**src/rtl/cache_miss_tracker_pkg.sv**
```systemverilog
// cache_miss_tracker_pkg: entry types and default geometry shared by the miss tracker files.
package cache_miss_tracker_pkg;
    localparam int MT_ENTRIES = 4;
    localparam int MT_WAYS = 4;
    localparam int MT_ADDR_W = 32;
    localparam int MT_BLOCK = 32;
    localparam int MT_ID_W = 3;
    typedef enum logic [1:0] {FREE, MISS, ALLOC, RESP} miss_entry_state_t;
    typedef enum logic [1:0] {REQ, WAIT, DONE} fetch_phase_t;
    typedef struct packed {
        miss_entry_state_t state;
        fetch_phase_t phase;
        logic wb_pend;
        logic [MT_ADDR_W-1:0] block_addr;
        logic [MT_ID_W-1:0] req_id;
        logic [MT_WAYS-1:0] victim_way;
    } miss_entry_t;
endpackage

```
**src/rtl/cache_miss_tracker_if.sv**
```systemverilog
// cache_miss_tracker_if: miss intake, writeback, fetch, allocate and response ports of the miss tracker.
interface cache_miss_tracker_if #(
    parameter int NUM_ENTRIES = 4,
    parameter int NUM_WAYS = 4,
    parameter int ADDRESS_WIDTH = 32,
    parameter int REQ_ID = 3
);
    localparam int TAG_W = $clog2(NUM_ENTRIES);
    logic miss_valid, miss_ready, miss_victim_dirty;
    logic [ADDRESS_WIDTH-1:0] miss_block_addr, fetch_address, alloc_address;
    logic [REQ_ID-1:0] miss_req_id, resp_req_id;
    logic [NUM_WAYS-1:0] miss_victim_way, wb_way, alloc_way, resp_way;
    logic wb_request, wb_done, fetch_request, fetch_ack, line_fill_valid;
    logic [TAG_W-1:0] fetch_tag, line_fill_tag;
    logic alloc_request, alloc_ack, resp_valid, resp_ready, fill_error;
    modport slave (
        input miss_valid, miss_block_addr, miss_req_id, miss_victim_way, miss_victim_dirty,
        input wb_done, fetch_ack, line_fill_valid, line_fill_tag, alloc_ack, resp_ready,
        output miss_ready, wb_request, wb_way, fetch_request, fetch_address, fetch_tag,
        output alloc_request, alloc_way, alloc_address, resp_valid, resp_req_id, resp_way, fill_error
    );
    modport master (
        output miss_valid, miss_block_addr, miss_req_id, miss_victim_way, miss_victim_dirty,
        output wb_done, fetch_ack, line_fill_valid, line_fill_tag, alloc_ack, resp_ready,
        input miss_ready, wb_request, wb_way, fetch_request, fetch_address, fetch_tag,
        input alloc_request, alloc_way, alloc_address, resp_valid, resp_req_id, resp_way, fill_error
    );
endinterface

```
**src/rtl/cache_miss_tracker_entry.sv**
```systemverilog
// cache_miss_tracker_entry: one outstanding miss slot stepping FREE -> MISS -> ALLOC -> RESP -> FREE.
module cache_miss_tracker_entry import cache_miss_tracker_pkg::*; (
    input  logic        clk,
    input  logic        reset,
    input  logic        accept,
    input  miss_entry_t init,
    input  logic        wb_done,
    input  logic        fetch_ack,
    input  logic        fill,
    input  logic        alloc_ack,
    input  logic        resp_ack,
    output miss_entry_t ent
);
    miss_entry_t nxt;
    always_comb begin
        nxt = ent;
        if (ent.state == FREE && accept) nxt = init;
        if (ent.state == MISS) begin
            if (wb_done) nxt.wb_pend = 1'b0;
            if (fetch_ack) nxt.phase = WAIT;
            if (fill) nxt.phase = DONE;
            // a writeback and fill finishing on the same edge both land before the ALLOC test
            if (!nxt.wb_pend && nxt.phase == DONE) nxt.state = ALLOC;
        end
        if (ent.state == ALLOC && alloc_ack) nxt.state = RESP;
        if (ent.state == RESP && resp_ack) nxt.state = FREE;
    end
    always_ff @(posedge clk or posedge reset)
        if (reset) ent <= '0;
        else ent <= nxt;
endmodule

```
**src/rtl/cache_miss_tracker.sv**
```systemverilog
// cache_miss_tracker: up to NUM_ENTRIES concurrent misses with lowest-index arbitration on each shared port.
// Define CACHE_MISS_TRACKER_WB_OVERLAP_EN to let a fetch issue while its victim writeback is still pending.
module cache_miss_tracker import cache_miss_tracker_pkg::*; #(
    parameter int NUM_ENTRIES = MT_ENTRIES,
    parameter int NUM_WAYS = MT_WAYS,
    parameter int ADDRESS_WIDTH = MT_ADDR_W,
    parameter int BLOCK_SIZE = MT_BLOCK,
    parameter int REQ_ID = MT_ID_W
) (
    input logic clk,
    input logic reset,
    cache_miss_tracker_if.slave bus
);
    localparam int OFFSET = $clog2(BLOCK_SIZE);
    localparam int TAG_W = $clog2(NUM_ENTRIES);
    localparam int NP = 5;  // ports: writeback, fetch, alloc, resp, plus free-slot select
`ifdef CACHE_MISS_TRACKER_WB_OVERLAP_EN
    localparam bit WB_OVERLAP = 1'b1;
`else
    localparam bit WB_OVERLAP = 1'b0;
`endif
    miss_entry_t ent [NUM_ENTRIES];
    miss_entry_t init;
    logic [NUM_ENTRIES-1:0] cand [NP];
    logic [TAG_W-1:0] low_i [NP];
    logic [TAG_W-1:0] gnt_i [NP];
    logic [TAG_W-1:0] lk_i [NP];
    logic [NP-1:0] ack, gnt_v, lk_v;
    logic [NUM_ENTRIES-1:0] conflict, fill_hit;
    logic rdy_en, fill_error, miss_ready, accept;
    assign init = '{state: MISS, phase: REQ, wb_pend: bus.miss_victim_dirty, block_addr: bus.miss_block_addr,
                    req_id: REQ_ID'(bus.miss_req_id), victim_way: NUM_WAYS'(bus.miss_victim_way)};
    always_comb begin
        for (int i = 0; i < NUM_ENTRIES; i++) begin
            cand[0][i] = ent[i].state == MISS && ent[i].wb_pend;
            cand[1][i] = ent[i].state == MISS && ent[i].phase == REQ && (WB_OVERLAP || !ent[i].wb_pend);
            cand[2][i] = ent[i].state == ALLOC;
            cand[3][i] = ent[i].state == RESP;
            cand[4][i] = ent[i].state == FREE;
            conflict[i] = ent[i].state != FREE &&
                (ent[i].block_addr[ADDRESS_WIDTH-1:OFFSET] == bus.miss_block_addr[ADDRESS_WIDTH-1:OFFSET] ||
                 |(ent[i].victim_way & bus.miss_victim_way));
            fill_hit[i] = bus.line_fill_valid && bus.line_fill_tag == TAG_W'(i) &&
                ent[i].state == MISS && ent[i].phase == WAIT;
        end
    end
    // a granted entry stays locked on its port until acked, so requests never switch mid-handshake
    always_comb begin
        for (int p = 0; p < NP; p++) begin
            low_i[p] = '0;
            for (int i = NUM_ENTRIES - 1; i >= 0; i--)
                if (cand[p][i]) low_i[p] = TAG_W'(i);
            gnt_v[p] = lk_v[p] || |cand[p];
            gnt_i[p] = lk_v[p] ? lk_i[p] : low_i[p];
        end
    end
    assign ack = {1'b1, bus.resp_ready, bus.alloc_ack, bus.fetch_ack, bus.wb_done};
    assign miss_ready = rdy_en && |cand[4] && !(|conflict);
    assign accept = bus.miss_valid && miss_ready;
    always_ff @(posedge clk or posedge reset)
        if (reset) begin
            lk_v <= '0;
            for (int p = 0; p < NP; p++) lk_i[p] <= '0;
            rdy_en <= 1'b0;
            fill_error <= 1'b0;
        end else begin
            lk_v <= gnt_v & ~ack;
            for (int p = 0; p < NP; p++) lk_i[p] <= gnt_i[p];
            rdy_en <= 1'b1;
            fill_error <= fill_error || (bus.line_fill_valid && !(|fill_hit));
        end
    for (genvar k = 0; k < NUM_ENTRIES; k++) begin : g_ent
        cache_miss_tracker_entry u_ent (
            .clk,
            .reset,
            .accept(accept && gnt_i[4] == TAG_W'(k)),
            .init,
            .wb_done(bus.wb_done && gnt_v[0] && gnt_i[0] == TAG_W'(k)),
            .fetch_ack(bus.fetch_ack && gnt_v[1] && gnt_i[1] == TAG_W'(k)),
            .fill(fill_hit[k]),
            .alloc_ack(bus.alloc_ack && gnt_v[2] && gnt_i[2] == TAG_W'(k)),
            .resp_ack(bus.resp_ready && gnt_v[3] && gnt_i[3] == TAG_W'(k)),
            .ent(ent[k])
        );
    end
    assign bus.miss_ready = miss_ready;
    assign bus.wb_request = gnt_v[0];
    assign bus.wb_way = gnt_v[0] ? ent[gnt_i[0]].victim_way : '0;
    assign bus.fetch_request = gnt_v[1];
    assign bus.fetch_address = gnt_v[1] ? ent[gnt_i[1]].block_addr : '0;
    assign bus.fetch_tag = gnt_v[1] ? gnt_i[1] : '0;
    assign bus.alloc_request = gnt_v[2];
    assign bus.alloc_way = gnt_v[2] ? ent[gnt_i[2]].victim_way : '0;
    assign bus.alloc_address = gnt_v[2] ? ent[gnt_i[2]].block_addr : '0;
    assign bus.resp_valid = gnt_v[3];
    assign bus.resp_req_id = gnt_v[3] ? ent[gnt_i[3]].req_id : '0;
    assign bus.resp_way = gnt_v[3] ? ent[gnt_i[3]].victim_way : '0;
    assign bus.fill_error = fill_error;
endmodule
```
**src/flat_wrapper.sv**
```systemverilog
// flat-port wrapper written by rule: the top's interface ports become plain ports
module cache_miss_tracker_flat import cache_miss_tracker_pkg::*;
#(
    parameter int NUM_ENTRIES = MT_ENTRIES,
    parameter int NUM_WAYS = MT_WAYS,
    parameter int ADDRESS_WIDTH = MT_ADDR_W,
    parameter int BLOCK_SIZE = MT_BLOCK,
    parameter int REQ_ID = MT_ID_W
)
  (clk, reset, bus_miss_valid, bus_miss_block_addr, bus_miss_req_id, bus_miss_victim_way, bus_miss_victim_dirty, bus_wb_done, bus_fetch_ack, bus_line_fill_valid, bus_line_fill_tag, bus_alloc_ack, bus_resp_ready, bus_miss_ready, bus_wb_request, bus_wb_way, bus_fetch_request, bus_fetch_address, bus_fetch_tag, bus_alloc_request, bus_alloc_way, bus_alloc_address, bus_resp_valid, bus_resp_req_id, bus_resp_way, bus_fill_error);
  cache_miss_tracker_if #(.NUM_ENTRIES(NUM_ENTRIES), .NUM_WAYS(NUM_WAYS), .ADDRESS_WIDTH(ADDRESS_WIDTH), .REQ_ID(REQ_ID)) bus_i ();
  input logic clk;
  input logic reset;
  input wire logic [$bits(bus_i.miss_valid)-1:0] bus_miss_valid;
  input wire logic [$bits(bus_i.miss_block_addr)-1:0] bus_miss_block_addr;
  input wire logic [$bits(bus_i.miss_req_id)-1:0] bus_miss_req_id;
  input wire logic [$bits(bus_i.miss_victim_way)-1:0] bus_miss_victim_way;
  input wire logic [$bits(bus_i.miss_victim_dirty)-1:0] bus_miss_victim_dirty;
  input wire logic [$bits(bus_i.wb_done)-1:0] bus_wb_done;
  input wire logic [$bits(bus_i.fetch_ack)-1:0] bus_fetch_ack;
  input wire logic [$bits(bus_i.line_fill_valid)-1:0] bus_line_fill_valid;
  input wire logic [$bits(bus_i.line_fill_tag)-1:0] bus_line_fill_tag;
  input wire logic [$bits(bus_i.alloc_ack)-1:0] bus_alloc_ack;
  input wire logic [$bits(bus_i.resp_ready)-1:0] bus_resp_ready;
  output wire logic [$bits(bus_i.miss_ready)-1:0] bus_miss_ready;
  output wire logic [$bits(bus_i.wb_request)-1:0] bus_wb_request;
  output wire logic [$bits(bus_i.wb_way)-1:0] bus_wb_way;
  output wire logic [$bits(bus_i.fetch_request)-1:0] bus_fetch_request;
  output wire logic [$bits(bus_i.fetch_address)-1:0] bus_fetch_address;
  output wire logic [$bits(bus_i.fetch_tag)-1:0] bus_fetch_tag;
  output wire logic [$bits(bus_i.alloc_request)-1:0] bus_alloc_request;
  output wire logic [$bits(bus_i.alloc_way)-1:0] bus_alloc_way;
  output wire logic [$bits(bus_i.alloc_address)-1:0] bus_alloc_address;
  output wire logic [$bits(bus_i.resp_valid)-1:0] bus_resp_valid;
  output wire logic [$bits(bus_i.resp_req_id)-1:0] bus_resp_req_id;
  output wire logic [$bits(bus_i.resp_way)-1:0] bus_resp_way;
  output wire logic [$bits(bus_i.fill_error)-1:0] bus_fill_error;
  assign bus_i.miss_valid = bus_miss_valid;
  assign bus_i.miss_block_addr = bus_miss_block_addr;
  assign bus_i.miss_req_id = bus_miss_req_id;
  assign bus_i.miss_victim_way = bus_miss_victim_way;
  assign bus_i.miss_victim_dirty = bus_miss_victim_dirty;
  assign bus_i.wb_done = bus_wb_done;
  assign bus_i.fetch_ack = bus_fetch_ack;
  assign bus_i.line_fill_valid = bus_line_fill_valid;
  assign bus_i.line_fill_tag = bus_line_fill_tag;
  assign bus_i.alloc_ack = bus_alloc_ack;
  assign bus_i.resp_ready = bus_resp_ready;
  assign bus_miss_ready = bus_i.miss_ready;
  assign bus_wb_request = bus_i.wb_request;
  assign bus_wb_way = bus_i.wb_way;
  assign bus_fetch_request = bus_i.fetch_request;
  assign bus_fetch_address = bus_i.fetch_address;
  assign bus_fetch_tag = bus_i.fetch_tag;
  assign bus_alloc_request = bus_i.alloc_request;
  assign bus_alloc_way = bus_i.alloc_way;
  assign bus_alloc_address = bus_i.alloc_address;
  assign bus_resp_valid = bus_i.resp_valid;
  assign bus_resp_req_id = bus_i.resp_req_id;
  assign bus_resp_way = bus_i.resp_way;
  assign bus_fill_error = bus_i.fill_error;
  cache_miss_tracker #(.NUM_ENTRIES(NUM_ENTRIES), .NUM_WAYS(NUM_WAYS), .ADDRESS_WIDTH(ADDRESS_WIDTH), .BLOCK_SIZE(BLOCK_SIZE), .REQ_ID(REQ_ID)) u_core (.clk(clk), .reset(reset), .bus(bus_i));
endmodule
```
**config.mk**
```make
export PLATFORM = sky130hd
export DESIGN_NAME = cache_miss_tracker_flat
export DESIGN_NICKNAME = d
export VERILOG_FILES = /design/src/rtl/cache_miss_tracker_pkg.sv /design/src/rtl/cache_miss_tracker_if.sv /design/src/rtl/cache_miss_tracker_entry.sv /design/src/rtl/cache_miss_tracker.sv /design/src/flat_wrapper.sv
export SDC_FILE = /design/constraint.sdc
export NUM_CORES = 1
export LEC_CHECK = 0
export CAP_MARGIN = 0
export CORE_MARGIN = 3
export CORE_UTILIZATION = 33
export CTS_CLUSTER_DIAMETER = 200
export DETAILED_ROUTE_END_ITERATION = 10
export GPL_TIMING_DRIVEN = 0
export PLACE_DENSITY = 0.64
export SLEW_MARGIN = 20
export SYNTH_ARGS = -nofsm -noshare
export SYNTH_HDL_FRONTEND = slang
export SYNTH_HIERARCHICAL = 1
export SYNTH_SLANG_ARGS = --single-unit
export TNS_END_PERCENT = 20
```
**constraint.sdc**
```tcl
create_clock -name clk -period 4.7 [get_ports clk]
set_clock_uncertainty 0.2 [all_clocks]
set_input_delay 0.94 -clock clk [delete_from_list [all_inputs] [get_ports clk]]
set_output_delay 0.94 -clock clk [all_outputs]
set_load 0.02 [all_outputs]
```
Word level (Yosys, flattened, before mapping)
Cells that the tools add are included.
Operators by class
  bitwise operators: 10
  multiplexer cells: 84
  eq/ne operators: 42
  $lt $le $gt $ge: 4
  reductions and logical operators: 121
Operators with widths (count)
  $bmux 44 s2: 4
  $mux 44: 4
  $mux 39: 4
  $eq 27x27->1: 4
  $mux 2: 50
  $logic_and 1x1->1: 72
  $mux 32: 2
  $eq 2x2->1 const B: 24
  $reduce_or 4->1: 11
  $eq 2x1->1 const B: 14
  $logic_not 2->1: 14
  $mux 4: 5
  $mux 5: 4
  $and 4x4->4: 4
  $mux 7: 2
  $ge 3x3->1 const B: 4
  $not 2->3: 4
  $logic_not 1->1: 10
  $logic_or 1x1->1: 10
  $mux 1: 8
  $reduce_bool 2->1: 4
  $and 5x5->5: 1
  $not 5->5: 1
  $mux 3: 1
Word-level totals
  bits in registers: 193
  output and inout port bits: 87
  logic and storage cells: 293
  bits of input ports: 50

Depth between registers and ports, before layout
Gate-level depths: netlist of run 1.
  depth in word-level cells: 20
  depth in mapped cells: 11
  depth with buffers taken out: 10

Cells and area by module
The synthesis of run 1 kept the hierarchy.
Modules (own cells, without submodules)
  cache_miss_tracker_entry: cells an instance 117, sequential area each 1101.1 µm², area each 1765.4 µm², instances 4
  cache_miss_tracker: cells an instance 599, sequential area each 350.3 µm², area each 4810.9 µm², instances 1

Worst setup path before layout of run 1
OpenSTA, ideal clock, no wires.
  path type: in2reg
  start: in bus_miss_victim_way[1]
  end: reg, netlist name u_core/g_ent[2].u_ent/ent[12]
  stages: 9
  path buffers: 1
  data required time: 4.375 ns
  slack: 0.737 ns
  library setup time: 0.125 ns
  arrival: 3.639 ns
  cells stage by stage: a22oi_1 a21oi_1 nor4b_2 o211ai_1 or4b_4 nor4b_1 nor3b_4 buf_4 mux2_2
On the way
  longest elaborated chain between the ends: 10
  elaborated cells on any way between the ends: 22
RTL lines
  start: declaration: RTL line flat_wrapper.sv:17  | input wire logic [$bits(bus_i.miss_victim_way)-1:0] bus_miss_victim_way;
  $and 4x4->4: RTL line cache_miss_tracker.sv:42  | |(ent[i].victim_way & bus.miss_victim_way));
  $reduce_or 4->1: RTL line cache_miss_tracker.sv:42
  $logic_or 1x1->1: RTL line cache_miss_tracker.sv:41  | (ent[i].block_addr[ADDRESS_WIDTH-1:OFFSET] == bus.miss_block_addr[ADDRESS_WIDTH-1:OFFSET] ||
  $logic_and 1x1->1: RTL line cache_miss_tracker.sv:40  | conflict[i] = ent[i].state != FREE &&
  $reduce_or 4->1 (*): RTL line cache_miss_tracker.sv:58  | assign miss_ready = rdy_en && |cand[4] && !(|conflict);
  $logic_not 1->1 (*): RTL line cache_miss_tracker.sv:58
  $logic_and 1x1->1 (*): RTL line cache_miss_tracker.sv:58
  $logic_and 1x1->1 (*): RTL line cache_miss_tracker.sv:59  | assign accept = bus.miss_valid && miss_ready;
  $logic_and 1x1->1 (*): RTL line cache_miss_tracker.sv:76  | .accept(accept && gnt_i[4] == TAG_W'(k)),
  $logic_and 1x1->1 (*): RTL line cache_miss_tracker_entry.sv:17  | if (ent.state == FREE && accept) nxt = init;
Mark *: on every way between the ends. The rest lies on a longest branch, timed or not.
A chain may end at the register's enable or synchronous reset.

Worst setup path after layout of run 1
  start: in bus_miss_victim_way[1]
  end: reg, netlist name u_core/g_ent[3].u_ent/ent[24]
On the way
  longest elaborated chain between the ends: 10
  elaborated cells on any way between the ends: 22
RTL lines (RTL line)
  $and 4x4->4: cache_miss_tracker.sv:42
  $reduce_or 4->1: cache_miss_tracker.sv:42
  $logic_or 1x1->1: cache_miss_tracker.sv:41
  $logic_and 1x1->1: cache_miss_tracker.sv:40
  $reduce_or 4->1 (*): cache_miss_tracker.sv:58
  $logic_not 1->1 (*): cache_miss_tracker.sv:58
  $logic_and 1x1->1 (*): cache_miss_tracker.sv:58
  $logic_and 1x1->1 (*): cache_miss_tracker.sv:59
  $logic_and 1x1->1 (*): cache_miss_tracker.sv:76
  $logic_and 1x1->1 (*): cache_miss_tracker_entry.sv:17
Marked as above.

==> results of run 1 <==
-- through the flow --
stage          setup WS (ps)  power (uW)  cells  hold WS [ps]
6_report                82.2        7720   1710           266
5_1_grt                -68.6        8070   1710           297
4_1_cts                 1.45        7710   1708           267
3_5_place_dp            -841        6170   1676           251
3_3_place_gp            -776        6060   1673           243
2_1_floorplan            737        4440   1082           272
-- worst paths after layout --
path | cells past startpoint | slack [ps] | from | endpoint
min in group asynchronous | 2 | 870 | reset | u_core/g_ent[0].u_ent/ent[6]
max in group asynchronous | 2 | 2740 | reset | u_core/g_ent[2].u_ent/ent[43]
min reg2reg | 1 | 270 | u_core/bus.fill_error | u_core/bus.fill_error
max | 10 | 80 | bus_miss_victim_way[1] | u_core/g_ent[3].u_ent/ent[24]
min | 1 | 270 | u_core/bus.fill_error | u_core/bus.fill_error
max reg2reg | 9 | 360 | u_core/g_ent[1].u_ent/ent[42] | u_core/g_ent[3].u_ent/ent[24]
-- what timing repair did --
action / 4_1_cts / 5_1_grt
setup buffers: 0 / 2
pin swaps: 0 / 1
resized for setup: 42 / 31
setup endpoints to repair: 165 / 208
hold endpoints to repair: 0 / 0
-- sequential cells by signal (all words and copies together), names as in the netlist --
name / flops
u_core/bus.fill_error: 1
u_core/g_ent.u_ent/ent: 176
u_core/lk_i: 8
u_core/lk_v: 4
u_core/rdy_en: 1
-- cell type report --
type                       count  area, um2  share of cell area
multi-input combinational    798       6780               0.462
sequential                   190       4760               0.324
timing repair buffer         141       1440              0.0980
tap                          455        569              0.0388
clock buffer                  19        453              0.0309
buffer                        63        412              0.0281
clock inverter                13        140             0.00955
inverter                      31        126             0.00861
-- cells by family after synthesis --
| kind of cell | Yosys count | synth area share |
|---|---|---|
| xor gates and xnor gates | 108 | 0.0797 |
| muxes | 275 | 0.256 |
| buffers and inverters | 94 | 0.0427 |
| AOI/OAI and AO/OA | 193 | 0.117 |
| and+or+nand+nor | 205 | 0.104 |
| DFF | 190 | 0.400 |
| other | 2 | 0.000633 |
-- power by group --
part	switching [uW]	internal, uW
Clock	728	783
Combinational	2410	1570
Sequential	340	1900
Total	3470	4250
-- layout by cell type (no fill, tap or decap), drive strengths merged, types with 8 or more instances in the layout --
master         instances
o221ai                 8
a22oi                 15
dlymetal6s2s          20
conb                  17
a211oi                72
nand2                 31
nor3b                 10
dfrtp                190
o22ai                 42
xnor2                 12
nor4                  29
mux2                 156
clkdlybuf4s50         98
and2                   9
nor2b                 46
dlygate4sd2           18
nor2                  25
clkbuf                37
nand3                 15
inv                   40
mux2i                112
buf                   50
xor2                  96
a21oi                 24
-- layer usage --
| metal | track usage | wire length, um |
|---|---|---|
| met5 | 0 | 0 |
| met1 | 0.310 | 18800 |
| met4 | 0.0573 | 1070 |
| met2 | 0.346 | 19900 |
| met3 | 0.0354 | 2770 |
==> results.cfg, run 1 <==
[run_status]
status = finished clean

[synthesis]
syn_area_mm2 = 0.0119
netlist_instances = 1067
synth_edf_count = 0
yosysUniqueCellTypes = 56
synth_top_area_cell = dfrtp_1
synth_most_common_cell = dfrtp_1
yosys-top-cells-area = dfrtp_1, mux2_2, mux2i_1
synth_top_area_frac = 0.400
yosys-top-cells-count = dfrtp_1, mux2_2, mux2i_1, xor2_1, a211oi_1
ys_seq_area_frac = 0.400
yosys_warnings = 6
ys_ff_latch = 190
synthFlopType = dfrtp_1
synth.avg_cell_area_um2 = 11.1
synthArstFlopShare = 1.00

[clock_network]
clk-insertion-delay-late_ps = 450
cts_tree = built
clk_pin_slew_ps = 70
hold_buffers = 0
ctsLongestPathBuffers = 2
cts_buffers = 17
cts_root_buf = clkbuf_16
cts_max_level = 4
cts_sinks = 190

[drt]
avgViaCountPerCell = 5.70
postRouteAntennaNets = 0
drtPass1Iterations = 5
drcViolationCount = 0
drt-initial-drc-count = 877
wl_per_cell_um = 24.9
vias = 9744
routed_wl_um = 42500

[setup_path]
slowest_stage = or4b_4
worstPathRequired_ps = 4830
crit_fanout = 10
end_kind = flop
path_cells = clkdlybuf4s50_1 -> a22oi_1 -> a21oi_1 -> nor4b_2 -> o211ai_1 -> or4b_4 -> nor4_4 -> nor3b_4 -> buf_4 -> mux2_2
crit_arrival_ps = 4750
critPathBufInv = 2
worst-setup-path-type = input port to flop
cpPeakStageDelay_ps = 650
path_delay_family = simple AND/OR/NAND/NOR gates
startpoint_type = input port

[layout]
fin_area_mm2 = 0.0147
drive_gt1_frac = 0.224
fin_nets = 1292
synthToLayoutAreaGrowth_pct = 23.6
utilization = 0.420
diodes = 0
fillCellCount = 3401

[global_route]
grt_max_degree = 45
grt_pass1_vias = 9701
grt.total_usage = 0.218
overflow = 0
antenna_found_initial = 0
grt_pass1_wl_um = 63500

[pwr]
p_leak_uw = 0.00729
powerDensity_mw_per_mm2 = 526
ir_drop_mv = 0.359

[run]
max_cap_viol_count = 0

[floorplanning]
initial_core_util = 0.340
io_pins = 137
die_width_um = 196
dieArea_mm2 = 0.0383
design.core.area_mm2 = 0.0350
rows = 68
die_h_um = 196

[placement]
dp_hpwl_um = 30700
gp_congestion = 0.955
place_area_mm2 = 0.0139
portBuffers = 136

[sta]
max_slew_margin = 0.305
rsz0062_at_grt = true
hold_violations = 0
tns_ps = 0
setup_viol_count_final = 0
worst_pin_slew_ps = 1030
finalCriticalPeriod_ps = 4620
period_share = 0.983
slew_violations = 0
timing.fmax_mhz = 217

[min_path]
hold_path.class = flop to flop
No activity file was read; power rests on OpenSTA's default activity.
==> run 2: changes to the inputs <==
--- a/config.mk
+++ b/config.mk
@@ -9,9 +9,11 @@
 export CORE_MARGIN = 3
 export CORE_UTILIZATION = 33
 export CTS_CLUSTER_DIAMETER = 200
+export CTS_CLUSTER_SIZE = 10
 export DETAILED_ROUTE_END_ITERATION = 10
 export GPL_TIMING_DRIVEN = 0
 export PLACE_DENSITY = 0.64
+export REMOVE_ABC_BUFFERS = 1
 export SLEW_MARGIN = 20
 export SYNTH_ARGS = -nofsm -noshare
 export SYNTH_HDL_FRONTEND = slang
==> results.cfg, run 2 (synthesis results as in run 1) <==
[clock_network]
clk_pin_slew_ps = 70
clk-insertion-delay-late_ps = 440
ctsLongestPathBuffers = 2
cts_buffers = 17
cts_tree = built
cts_sinks = 190
hold_buffers = 0
cts_max_level = 4
cts_root_buf = clkbuf_16

[sta]
tns_ps = 0
timing.fmax_mhz = 217
slew_violations = 0
finalCriticalPeriod_ps = 4610
worst_pin_slew_ps = 932
holdWs_ps = 278
setup_viol_count_final = 0
period_share = 0.981
max_slew_margin = 0.370
hold_violations = 0
rsz0062_at_grt = true

[floorplanning]
dieArea_mm2 = 0.0383
design.core.area_mm2 = 0.0350
die_h_um = 196
rows = 68
die_width_um = 196
io_pins = 137
initial_core_util = 0.340

[min_path]
hold_path.class = flop to flop

[drt]
wl_per_cell_um = 22.2
drcViolationCount = 0
drtPass1Iterations = 5
postRouteAntennaNets = 0
vias = 9281
routed_wl_um = 37400
avgViaCountPerCell = 5.50
drt-initial-drc-count = 544

[global_route]
overflow = 0
grt_pass1_wl_um = 57300
grt_pass1_vias = 9351
antenna_found_initial = 2
grt.total_usage = 0.192
grt_max_degree = 57

[layout]
synthToLayoutAreaGrowth_pct = 26.1
instances_no_fill = 1687
largestRegisters = u_core/g_ent.u_ent/ent: 176 flops, u_core/lk_i: 8 flops, u_core/lk_v: 4 flops
largest_reg_flops = 176
drive_gt1_frac = 0.222
seqCellArea_mm2 = 0.00476
fin_nets = 1268
final_cell_mix = dfrtp_1, mux2_2, mux2i_1
layout_commonest_cell = dfrtp_1
utilization = 0.428
fillCellCount = 3283
top_register = u_core/g_ent.u_ent/ent
multi_input_area_mm2 = 0.00679
fin_area_mm2 = 0.0150

[placement]
gp_congestion = 0.822
portBuffers = 136
dp_hpwl_um = 26400
place_area_mm2 = 0.0141
place_inst = 1640

[pwr]
p_leak_uw = 0.00732
powerDensity_mw_per_mm2 = 501
ir_drop_mv = 0.541

[setup_path]
crit_fanout = 10
worstPathRequired_ps = 4830
crit_arrival_ps = 4740
end_kind = flop
startpoint_type = input port
worst-setup-path-type = input port to flop

[run]
max_cap_viol_count = 0

[run_status]
status = finished clean
[run 2: path summary, 6_finish.rpt]
check                                                   start                       endpoint  slack (ps)  cells past startpoint
worst max-delay path                   bus_miss_victim_way[2]   u_core/g_ent[2].u_ent/ent[7]          90                     12
worst min-delay path                    u_core/bus.fill_error          u_core/bus.fill_error         280                      1
worst max register to register  u_core/g_ent[1].u_ent/ent[43]   u_core/g_ent[2].u_ent/ent[7]         280                     11
worst min register to register          u_core/bus.fill_error          u_core/bus.fill_error         280                      1
max in group asynchronous                               reset                  u_core/rdy_en        2800                      2
min in group asynchronous                               reset  u_core/g_ent[0].u_ent/ent[40]         820                      2
[run 2: area by class of cell]
type / instances / share of cell area
multi-input combinational: 798 / 0.454
clock buffer: 22 / 0.0317
timing repair buffer: 180 / 0.141
antenna: 1 / 0.000167
inverter: 31 / 0.00844
sequential: 190 / 0.318
tap: 455 / 0.0380
clock inverter: 10 / 0.00836
[run 2: critical path, cell delays in order]
cell	delay [ps]
clkdlybuf4s50_1	580
a22oi_1	240
a21oi_1	130
nor4b_2	450
o211ai_1	220
or4b_4	660
nor4b_4	340
nor3b_4	280
buf_6	190
buf_6	180
buf_8	170
mux2_2	340
[run 2: metrics by stage]
stage,total power (uW),worst slack (ps)
floorplan,4380,-852
global placement,5700,-2980
detailed placement,5980,-1270
CTS,7510,-93.0
global route,7910,-6.20
finish,7510,87.5
[run 2: per-layer routing]
metal	vias up	global-route usage	wire length, um
met3	32	0.0323	1880
met4	4	0.0433	584
li1	4246	-	-
met2	270	0.316	18100
met5	-	0	19
met1	4729	0.266	16800
[run 2: what timing repair did]
action	in CTS	in global routing
pin swaps	1	2
hold endpoints to repair	0	0
resized for setup	23	28
buffers inserted	7	6
setup endpoints to repair	198	141
cloned	0	0
[run 2: power by group]
group / switching [uW] / leakage (uW) / internal [uW]
clock network: 675 / 0.000293 / 837
logic: 2060 / 0.00449 / 1640
registers: 394 / 0.00254 / 1900
